`src/rtl/sem_inject_sequencer.sv`:
```
// Fault-injection campaign sequencer: emits SEM monitor commands (I, N <lfa>, O),
// waits on the injection status, observes the DUT error flag and counts injections and failures.
module sem_inject_sequencer #(
    parameter int ADDR_W         = 40,
    parameter int CNT_W          = 16,
    parameter int SETTLE_CYCLES  = 1000,
    parameter int TIMEOUT_CYCLES = 1000000
) (
    input  logic              clk,
    input  logic              rst,
    input  logic              start_i,
    input  logic [ADDR_W-1:0] base_addr_i,
    input  logic [ADDR_W-1:0] step_i,
    input  logic [CNT_W-1:0]  num_inj_i,
    output logic [7:0]        tx_data_o,
    output logic              tx_valid_o,
    input  logic              tx_ready_i,
    input  logic              status_injection_i,
    input  logic              dut_err_i,
    output logic              busy_o,
    output logic              done_o,
    output logic [CNT_W-1:0]  inj_count_o,
    output logic [CNT_W-1:0]  err_count_o,
    output logic              timeout_o
);

    localparam int NDIG  = ADDR_W / 4;
    localparam int IDX_W = $clog2(NDIG + 3);
    localparam int WMAX  = (SETTLE_CYCLES > TIMEOUT_CYCLES) ? SETTLE_CYCLES : TIMEOUT_CYCLES;
    localparam int WC_W  = $clog2(WMAX + 1);

    localparam logic [IDX_W-1:0] IDX_LAST_DIG = IDX_W'(NDIG + 1);
    localparam logic [IDX_W-1:0] IDX_CR       = IDX_W'(NDIG + 2);
    localparam logic [IDX_W-1:0] IDX_FIRST_DIG = IDX_W'(2);
    localparam logic [WC_W-1:0]  SETTLE_LAST  = WC_W'(SETTLE_CYCLES - 1);
    localparam logic [WC_W-1:0]  TMO_LAST     = WC_W'(TIMEOUT_CYCLES - 1);

    localparam logic [7:0] CH_I  = 8'h49;
    localparam logic [7:0] CH_N  = 8'h4E;
    localparam logic [7:0] CH_O  = 8'h4F;
    localparam logic [7:0] CH_SP = 8'h20;
    localparam logic [7:0] CH_CR = 8'h0D;

    typedef enum logic [3:0] {
        ST_IDLE,
        ST_LOAD,
        ST_SIDLE,
        ST_SINJ,
        ST_WHI,
        ST_WLO,
        ST_SOBS,
        ST_SETTLE,
        ST_CHECK,
        ST_SABORT,
        ST_DONE
    } state_t;

    state_t            state_q;
    logic [ADDR_W-1:0] addr_q;
    logic [ADDR_W-1:0] step_q;
    logic [ADDR_W-1:0] sh_q;
    logic [CNT_W-1:0]  num_q;
    logic [CNT_W-1:0]  inj_cnt_q;
    logic [CNT_W-1:0]  err_cnt_q;
    logic [IDX_W-1:0]  idx_q;
    logic [WC_W-1:0]   wait_q;
    logic              err_flag_q;
    logic              tx_valid_q;
    logic [7:0]        tx_data_q;
    logic              busy_q;
    logic              done_q;
    logic              timeout_q;

    logic [CNT_W-1:0]  inj_cnt_d;
    logic [CNT_W-1:0]  err_cnt_d;
    logic [ADDR_W-1:0] addr_d;
    logic [ADDR_W-1:0] sh_d;
    logic [3:0]        dig_nx;
    logic              accept;

    function automatic logic [7:0] hex_ascii(input logic [3:0] d);
        hex_ascii = (d < 4'd10) ? (8'h30 + {4'h0, d}) : (8'h37 + {4'h0, d});
    endfunction

    always_comb begin
        inj_cnt_d = (inj_cnt_q == '1) ? inj_cnt_q : inj_cnt_q + CNT_W'(1);
        err_cnt_d = (err_flag_q && (err_cnt_q != '1)) ? err_cnt_q + CNT_W'(1) : err_cnt_q;
        addr_d    = addr_q + step_q;
        accept    = tx_valid_q & tx_ready_i;
        // The shifter advances only once a digit has gone out, so the space byte sees the MS nibble.
        sh_d      = (idx_q >= IDX_FIRST_DIG) ? (sh_q << 4) : sh_q;
        dig_nx    = sh_d[ADDR_W-1 -: 4];
    end

    always_ff @(posedge clk) begin
        if (rst) begin
            state_q    <= ST_IDLE;
            addr_q     <= '0;
            step_q     <= '0;
            sh_q       <= '0;
            num_q      <= '0;
            inj_cnt_q  <= '0;
            err_cnt_q  <= '0;
            idx_q      <= '0;
            wait_q     <= '0;
            err_flag_q <= 1'b0;
            tx_valid_q <= 1'b0;
            tx_data_q  <= '0;
            busy_q     <= 1'b0;
            done_q     <= 1'b0;
            timeout_q  <= 1'b0;
        end else begin
            done_q <= 1'b0;
            case (state_q)
                ST_IDLE: begin
                    if (start_i) begin
                        addr_q    <= base_addr_i;
                        step_q    <= step_i;
                        num_q     <= num_inj_i;
                        inj_cnt_q <= '0;
                        err_cnt_q <= '0;
                        timeout_q <= 1'b0;
                        busy_q    <= 1'b1;
                        state_q   <= ST_LOAD;
                    end
                end
                ST_LOAD: begin
                    if (num_q == '0) begin
                        busy_q  <= 1'b0;
                        done_q  <= 1'b1;
                        state_q <= ST_DONE;
                    end else begin
                        tx_valid_q <= 1'b1;
                        tx_data_q  <= CH_I;
                        idx_q      <= '0;
                        state_q    <= ST_SIDLE;
                    end
                end
                ST_SIDLE: begin
                    if (accept) begin
                        if (idx_q == '0) begin
                            idx_q     <= IDX_W'(1);
                            tx_data_q <= CH_CR;
                        end else begin
                            idx_q     <= '0;
                            tx_data_q <= CH_N;
                            sh_q      <= addr_q;
                            state_q   <= ST_SINJ;
                        end
                    end
                end
                ST_SINJ: begin
                    if (accept) begin
                        idx_q <= idx_q + IDX_W'(1);
                        sh_q  <= sh_d;
                        if (idx_q == IDX_CR) begin
                            tx_valid_q <= 1'b0;
                            wait_q     <= '0;
                            state_q    <= ST_WHI;
                        end else if (idx_q == '0) begin
                            tx_data_q <= CH_SP;
                        end else if (idx_q == IDX_LAST_DIG) begin
                            tx_data_q <= CH_CR;
                        end else begin
                            tx_data_q <= hex_ascii(dig_nx);
                        end
                    end
                end
                ST_WHI: begin
                    if (status_injection_i) begin
                        wait_q  <= '0;
                        state_q <= ST_WLO;
                    end else if (wait_q == TMO_LAST) begin
                        timeout_q  <= 1'b1;
                        tx_valid_q <= 1'b1;
                        tx_data_q  <= CH_O;
                        idx_q      <= '0;
                        state_q    <= ST_SABORT;
                    end else begin
                        wait_q <= wait_q + WC_W'(1);
                    end
                end
                ST_WLO: begin
                    if (!status_injection_i) begin
                        tx_valid_q <= 1'b1;
                        tx_data_q  <= CH_O;
                        idx_q      <= '0;
                        state_q    <= ST_SOBS;
                    end else if (wait_q == TMO_LAST) begin
                        timeout_q  <= 1'b1;
                        tx_valid_q <= 1'b1;
                        tx_data_q  <= CH_O;
                        idx_q      <= '0;
                        state_q    <= ST_SABORT;
                    end else begin
                        wait_q <= wait_q + WC_W'(1);
                    end
                end
                ST_SOBS: begin
                    if (accept) begin
                        if (idx_q == '0) begin
                            idx_q     <= IDX_W'(1);
                            tx_data_q <= CH_CR;
                        end else begin
                            tx_valid_q <= 1'b0;
                            wait_q     <= '0;
                            err_flag_q <= 1'b0;
                            state_q    <= ST_SETTLE;
                        end
                    end
                end
                ST_SETTLE: begin
                    err_flag_q <= err_flag_q | dut_err_i;
                    if (wait_q == SETTLE_LAST) begin
                        state_q <= ST_CHECK;
                    end else begin
                        wait_q <= wait_q + WC_W'(1);
                    end
                end
                ST_CHECK: begin
                    inj_cnt_q <= inj_cnt_d;
                    err_cnt_q <= err_cnt_d;
                    addr_q    <= addr_d;
                    if (inj_cnt_d == num_q) begin
                        busy_q  <= 1'b0;
                        done_q  <= 1'b1;
                        state_q <= ST_DONE;
                    end else begin
                        tx_valid_q <= 1'b1;
                        tx_data_q  <= CH_N;
                        idx_q      <= '0;
                        sh_q       <= addr_d;
                        state_q    <= ST_SINJ;
                    end
                end
                ST_SABORT: begin
                    if (accept) begin
                        if (idx_q == '0) begin
                            idx_q     <= IDX_W'(1);
                            tx_data_q <= CH_CR;
                        end else begin
                            tx_valid_q <= 1'b0;
                            busy_q     <= 1'b0;
                            done_q     <= 1'b1;
                            state_q    <= ST_DONE;
                        end
                    end
                end
                ST_DONE: begin
                    state_q <= ST_IDLE;
                end
                default: begin
                    state_q <= ST_IDLE;
                end
            endcase
        end
    end

    assign tx_data_o   = tx_data_q;
    assign tx_valid_o  = tx_valid_q;
    assign busy_o      = busy_q;
    assign done_o      = done_q;
    assign inj_count_o = inj_cnt_q;
    assign err_count_o = err_cnt_q;
    assign timeout_o   = timeout_q;

endmodule

```
`config.mk`:
```
export PLATFORM = sky130hd
export DESIGN_NAME = sem_inject_sequencer
export DESIGN_NICKNAME = d
export VERILOG_FILES = /design/src/rtl/sem_inject_sequencer.sv
export SDC_FILE = /design/constraint.sdc
export NUM_CORES = 1
export LEC_CHECK = 0
export ABC_AREA = 0
export CELL_PAD_IN_SITES_DETAIL_PLACEMENT = 0
export CELL_PAD_IN_SITES_GLOBAL_PLACEMENT = 2
export CORE_ASPECT_RATIO = 0.6
export CORE_UTILIZATION = 34
export CTS_BUF_LIST = sky130_fd_sc_hd__clkbuf_2 sky130_fd_sc_hd__clkbuf_4 sky130_fd_sc_hd__clkbuf_8
export DETAILED_ROUTE_END_ITERATION = 8
export GPL_ROUTABILITY_DRIVEN = 0
export PLACE_DENSITY_LB_ADDON = 0.1
export SLEW_MARGIN = 30
export SYNTH_ARGS = -nofsm -noshare
export SYNTH_HDL_FRONTEND = slang
export SYNTH_SLANG_ARGS = --single-unit
```
`constraint.sdc`:
```
create_clock -name clk -period 3.8 [get_ports clk]
set_input_delay 0.76 -clock clk [delete_from_list [all_inputs] [get_ports clk]]
set_output_delay 0.76 -clock clk [all_outputs]
set_load 0.03 [all_outputs]
```
==> summary.md <==
| Metric | Value |
|---|---|
| Worst Path Arrival | 4.04 ns |
| Worst Path Required | 4.25 ns |
| Post-Synth Adder-Cell Area | 4.54% |
| Fin util | 42.4% |
| Critical Path Source Type | flop |
| Placeable Area | 37800 µm² |
| Avg Cell Area, Syn | 7.38 µm² |
| Dominant cells by area after synthesis | dfxtp_1 32%, a21oi_1 10%, nand2_1 9.0% |
| CTS resizes | 0 |
| Cells on worst reg2reg path | 11 |
| Post-synthesis mux area share | 1.19% |
| Register bit total from synthesis | 209 |
| I/O pins | 146 |
| Reg-to-reg startpoint | inj_count_o[1] |
| WHS Path Cells | 2 |
| RSZ-0062 raised after global routing | false |
| Vias in the first global route | 12667 |
| Number of antenna diodes | 0 |
| CTS Sinks | 209 |
| Cells after Synth | 1776 |
| Clock root buffer master | clkbuf_8 |
| Register area share after synthesis | 31.9% |
| Setup slack after layout | 0.212 ns |
| Netlist cell types | 88 |
| Die width | 255 µm |
| Post-Synth XOR/XNOR Area | 3.68% |
| DR vias | 13709 |
| Hold Crit Start | step_q[7] |
| Iter 0 DRT Violations | 1185 |
| Most frequent cells in the layout | 316 x nand2_1, 264 x a21oi_1, 209 x dfxtp_1 |
| Max Freq | 279 MHz |
| Syn nets | 1925 |
| Detailed Routing Iterations Pass 1 | 6 |
| Max-slew violations | 0 |
| # H-tree levels | 2 |
| Worst-Skew Late Latency | 0.57 ns |
| Tcrit/Tclk final | 94.4% |
| CP startpoint | inj_count_o[1] |
| Clock skew | 0.0215 ns |
| Max_slew headroom | 37.8% |
| Synth top area share | 31.9% |
| CTS clk-pin slew, worst paths | 0.06 ns |
| Post-DRT Antenna Nets | 0 |
| Hold Fails Final Rpt | 0 |
| Post-DP HPWL | 34300 µm |
| Hold EP | step_q[7] |
| Post-synth EDFFs | 0 |
| Syn Std Cell Area | 13100 µm² |
| Finished Cell Area | 16100 µm² |
| Total GRT Usage | 23.7% |
| Hold-fix buffers, CTS | 0 |
| WL/cell | 19.6 µm |
| Antenna violations before repair | 0 |
| Placed Area | 15200 µm² |
| Ratio of cells with drive above 1 in the final layout | 8.19% |
| Area delta synth->final | 22.5% |
| Die Ht | 154 µm |
| Post-layout min period | 3.59 ns |
| Most common cell after layout, fill and taps aside | nand2_1 |
| Leading area contributor after synthesis | dfxtp_1 |
| Initial Util | 34.6% |
| Hold Path Class | reg -> reg |
| Post-synthesis compound-gate area fraction | 27.6% |
| Crit-path max FO | 32 |
| Total chip power | 8.26 mW |
| Worst VDD drop | 233 µV |
| Final-stage net count | 2040 |
| Vias/cell | 5.64 |
| Fraction of the mapped netlist area in simple logic gates | 26.0% |
| Gr ovfl total | 0 |
| Reg2reg end | sh_q[31] |
| Final Setup Violations | 0 |
| Die area | 39400 µm² |
| First-pass GRT wire length | 74500 µm |
| Largest family of logic cells by synthesized area | compound AO/OA/AOI/OAI gates |
| YS warnings | 0 |
| Setup TNS | 0 ns |
| Flop2flop setup slack | 0.21 ns |
| Dpl ws | 0.312 ns |
| CTS tree | yes |
| Port Buffer Count | 145 |
| Cts bufs inserted | 36 |
| Power Dens Cells | 514 nW/µm² |
| Actual slew at the worst max-slew pin | 0.930 ns |
| Share of synthesized flip-flops with an asynchronous set or reset | 0% |
| DRT Wirelength | 47600 µm |
| Worst setup EP type | flop |
| Run status | finished, final reports clean |
| DRC | 0 |
| Clk buf depth | 3 |
| Post-CTS setup buffer count | 0 |
| Critical path class | reg -> reg |
| Largest net degree at the start of global routing | 100 |
| Leakage | 5.75 nW |
| Synth Flop Type | dfxtp_1 |
| Rows | 55 |
| # Max-Cap Violations | 0 |
metal layers:
metal / wire (µm) / track usage [%] / share of wire (%) / vias up
met5: 0 / 0 / 0 / -
met4: 551 / 4.11 / 1.2 / 0
met3: 3720 / 4.85 / 7.8 / 43
met2: 17500 / 30.7 / 37 / 465
met1: 25800 / 38.8 / 54 / 6452
li1: - / - / - / 6749
cell usage after synthesis, types with 7 or more instances:
master    instances
a222oi_1         11
ha_1             46
and3_1           26
nor2b_1          16
a211oi_1         26
a21oi_1         264
a41oi_1           8
nor2_1          116
o22ai_1           7
xnor2_1          41
nor3_1           42
o21ai_0          75
and4_1            9
or4_1             8
a21o_1           12
nand3_1          60
xor2_1           14
mux2i_1          10
nor4_1           20
nand4_1          19
o21a_1           12
nand2b_1         12
clkbuf_1         92
o211ai_1         12
or2_2             8
inv_1            36
nand2_1         316
dfxtp_1         209
buf_1            12
a311oi_1         34
and2_1           15
or3_1            17
buf_2            12
a32oi_1           7
a22oi_1          24
a31oi_1          27
cell type report:
| class | instances | area (µm²) |
|---|---|---|
| Inverter | 37 | 139 |
| Tap cell | 513 | 642 |
| Clock buffer | 54 | 718 |
| Clock inverter | 9 | 123 |
| Timing Repair Buffer | 200 | 1940 |
| Fill cell | 3892 | 21800 |
| Sequential cell | 209 | 4180 |
| Multi-Input combinational cell | 1407 | 8310 |
worst max-delay path by stage:
stage and end:
2_1_floorplan sh_q[13], 3_3_place_gp idx_q[3], 3_5_place_dp idx_q[3], 4_1_cts idx_q[1]
5_1_grt sh_q[31], 6_report sh_q[31]
critical path, stage by stage, from the launching register on:
cell      delay [ns]
dfxtp_1         0.35
ha_1            0.26
nand3_2         0.23
a311oi_2        0.54
a211oi_1        0.15
nor4bb_1        0.31
buf_4           0.18
o311ai_2        0.18
buf_4           0.21
nor4b_4         0.44
nor2_4          0.29
a311oi_1        0.33
metrics by stage:
step,instances,hold WS (ns)
after global routing,2429,0.481
after CTS,2429,0.468
after floorplan,1776,0.440
final,2429,0.464
after detailed placement,2366,0.459
after global placement,2366,0.451
power breakdown:
group          total [mW]  switching [mW]  internal [mW]
combinational        3.04            1.90           1.14
sequential           2.77           0.288           2.49
clock                2.44            1.03           1.41
total                8.26            3.22           5.04
sequential cells by signal, indices dropped and copies added (netlist names), 8 cells and up:
signal	cells
wait_q	20
err_count_o	16
step_q	40
sh_q	40
num_q	16
addr_q	40
inj_count_o	16
tx_data_o	8
logic make-up (layout without fill, tap and decap cells):
| group | Yosys count | in the layout |
|---|---|---|
| xor gates and xnor gates | 55 | 55 |
| AOI/OAI and AO/OA | 578 | 578 |
| muxes | 15 | 15 |
| adders and majority gates | 47 | 47 |
| DFF | 209 | 209 |
| buffers and inverters | 160 | 300 |
| and+or+nand+nor | 712 | 712 |
No activity file was read; power rests on OpenSTA's default activity.
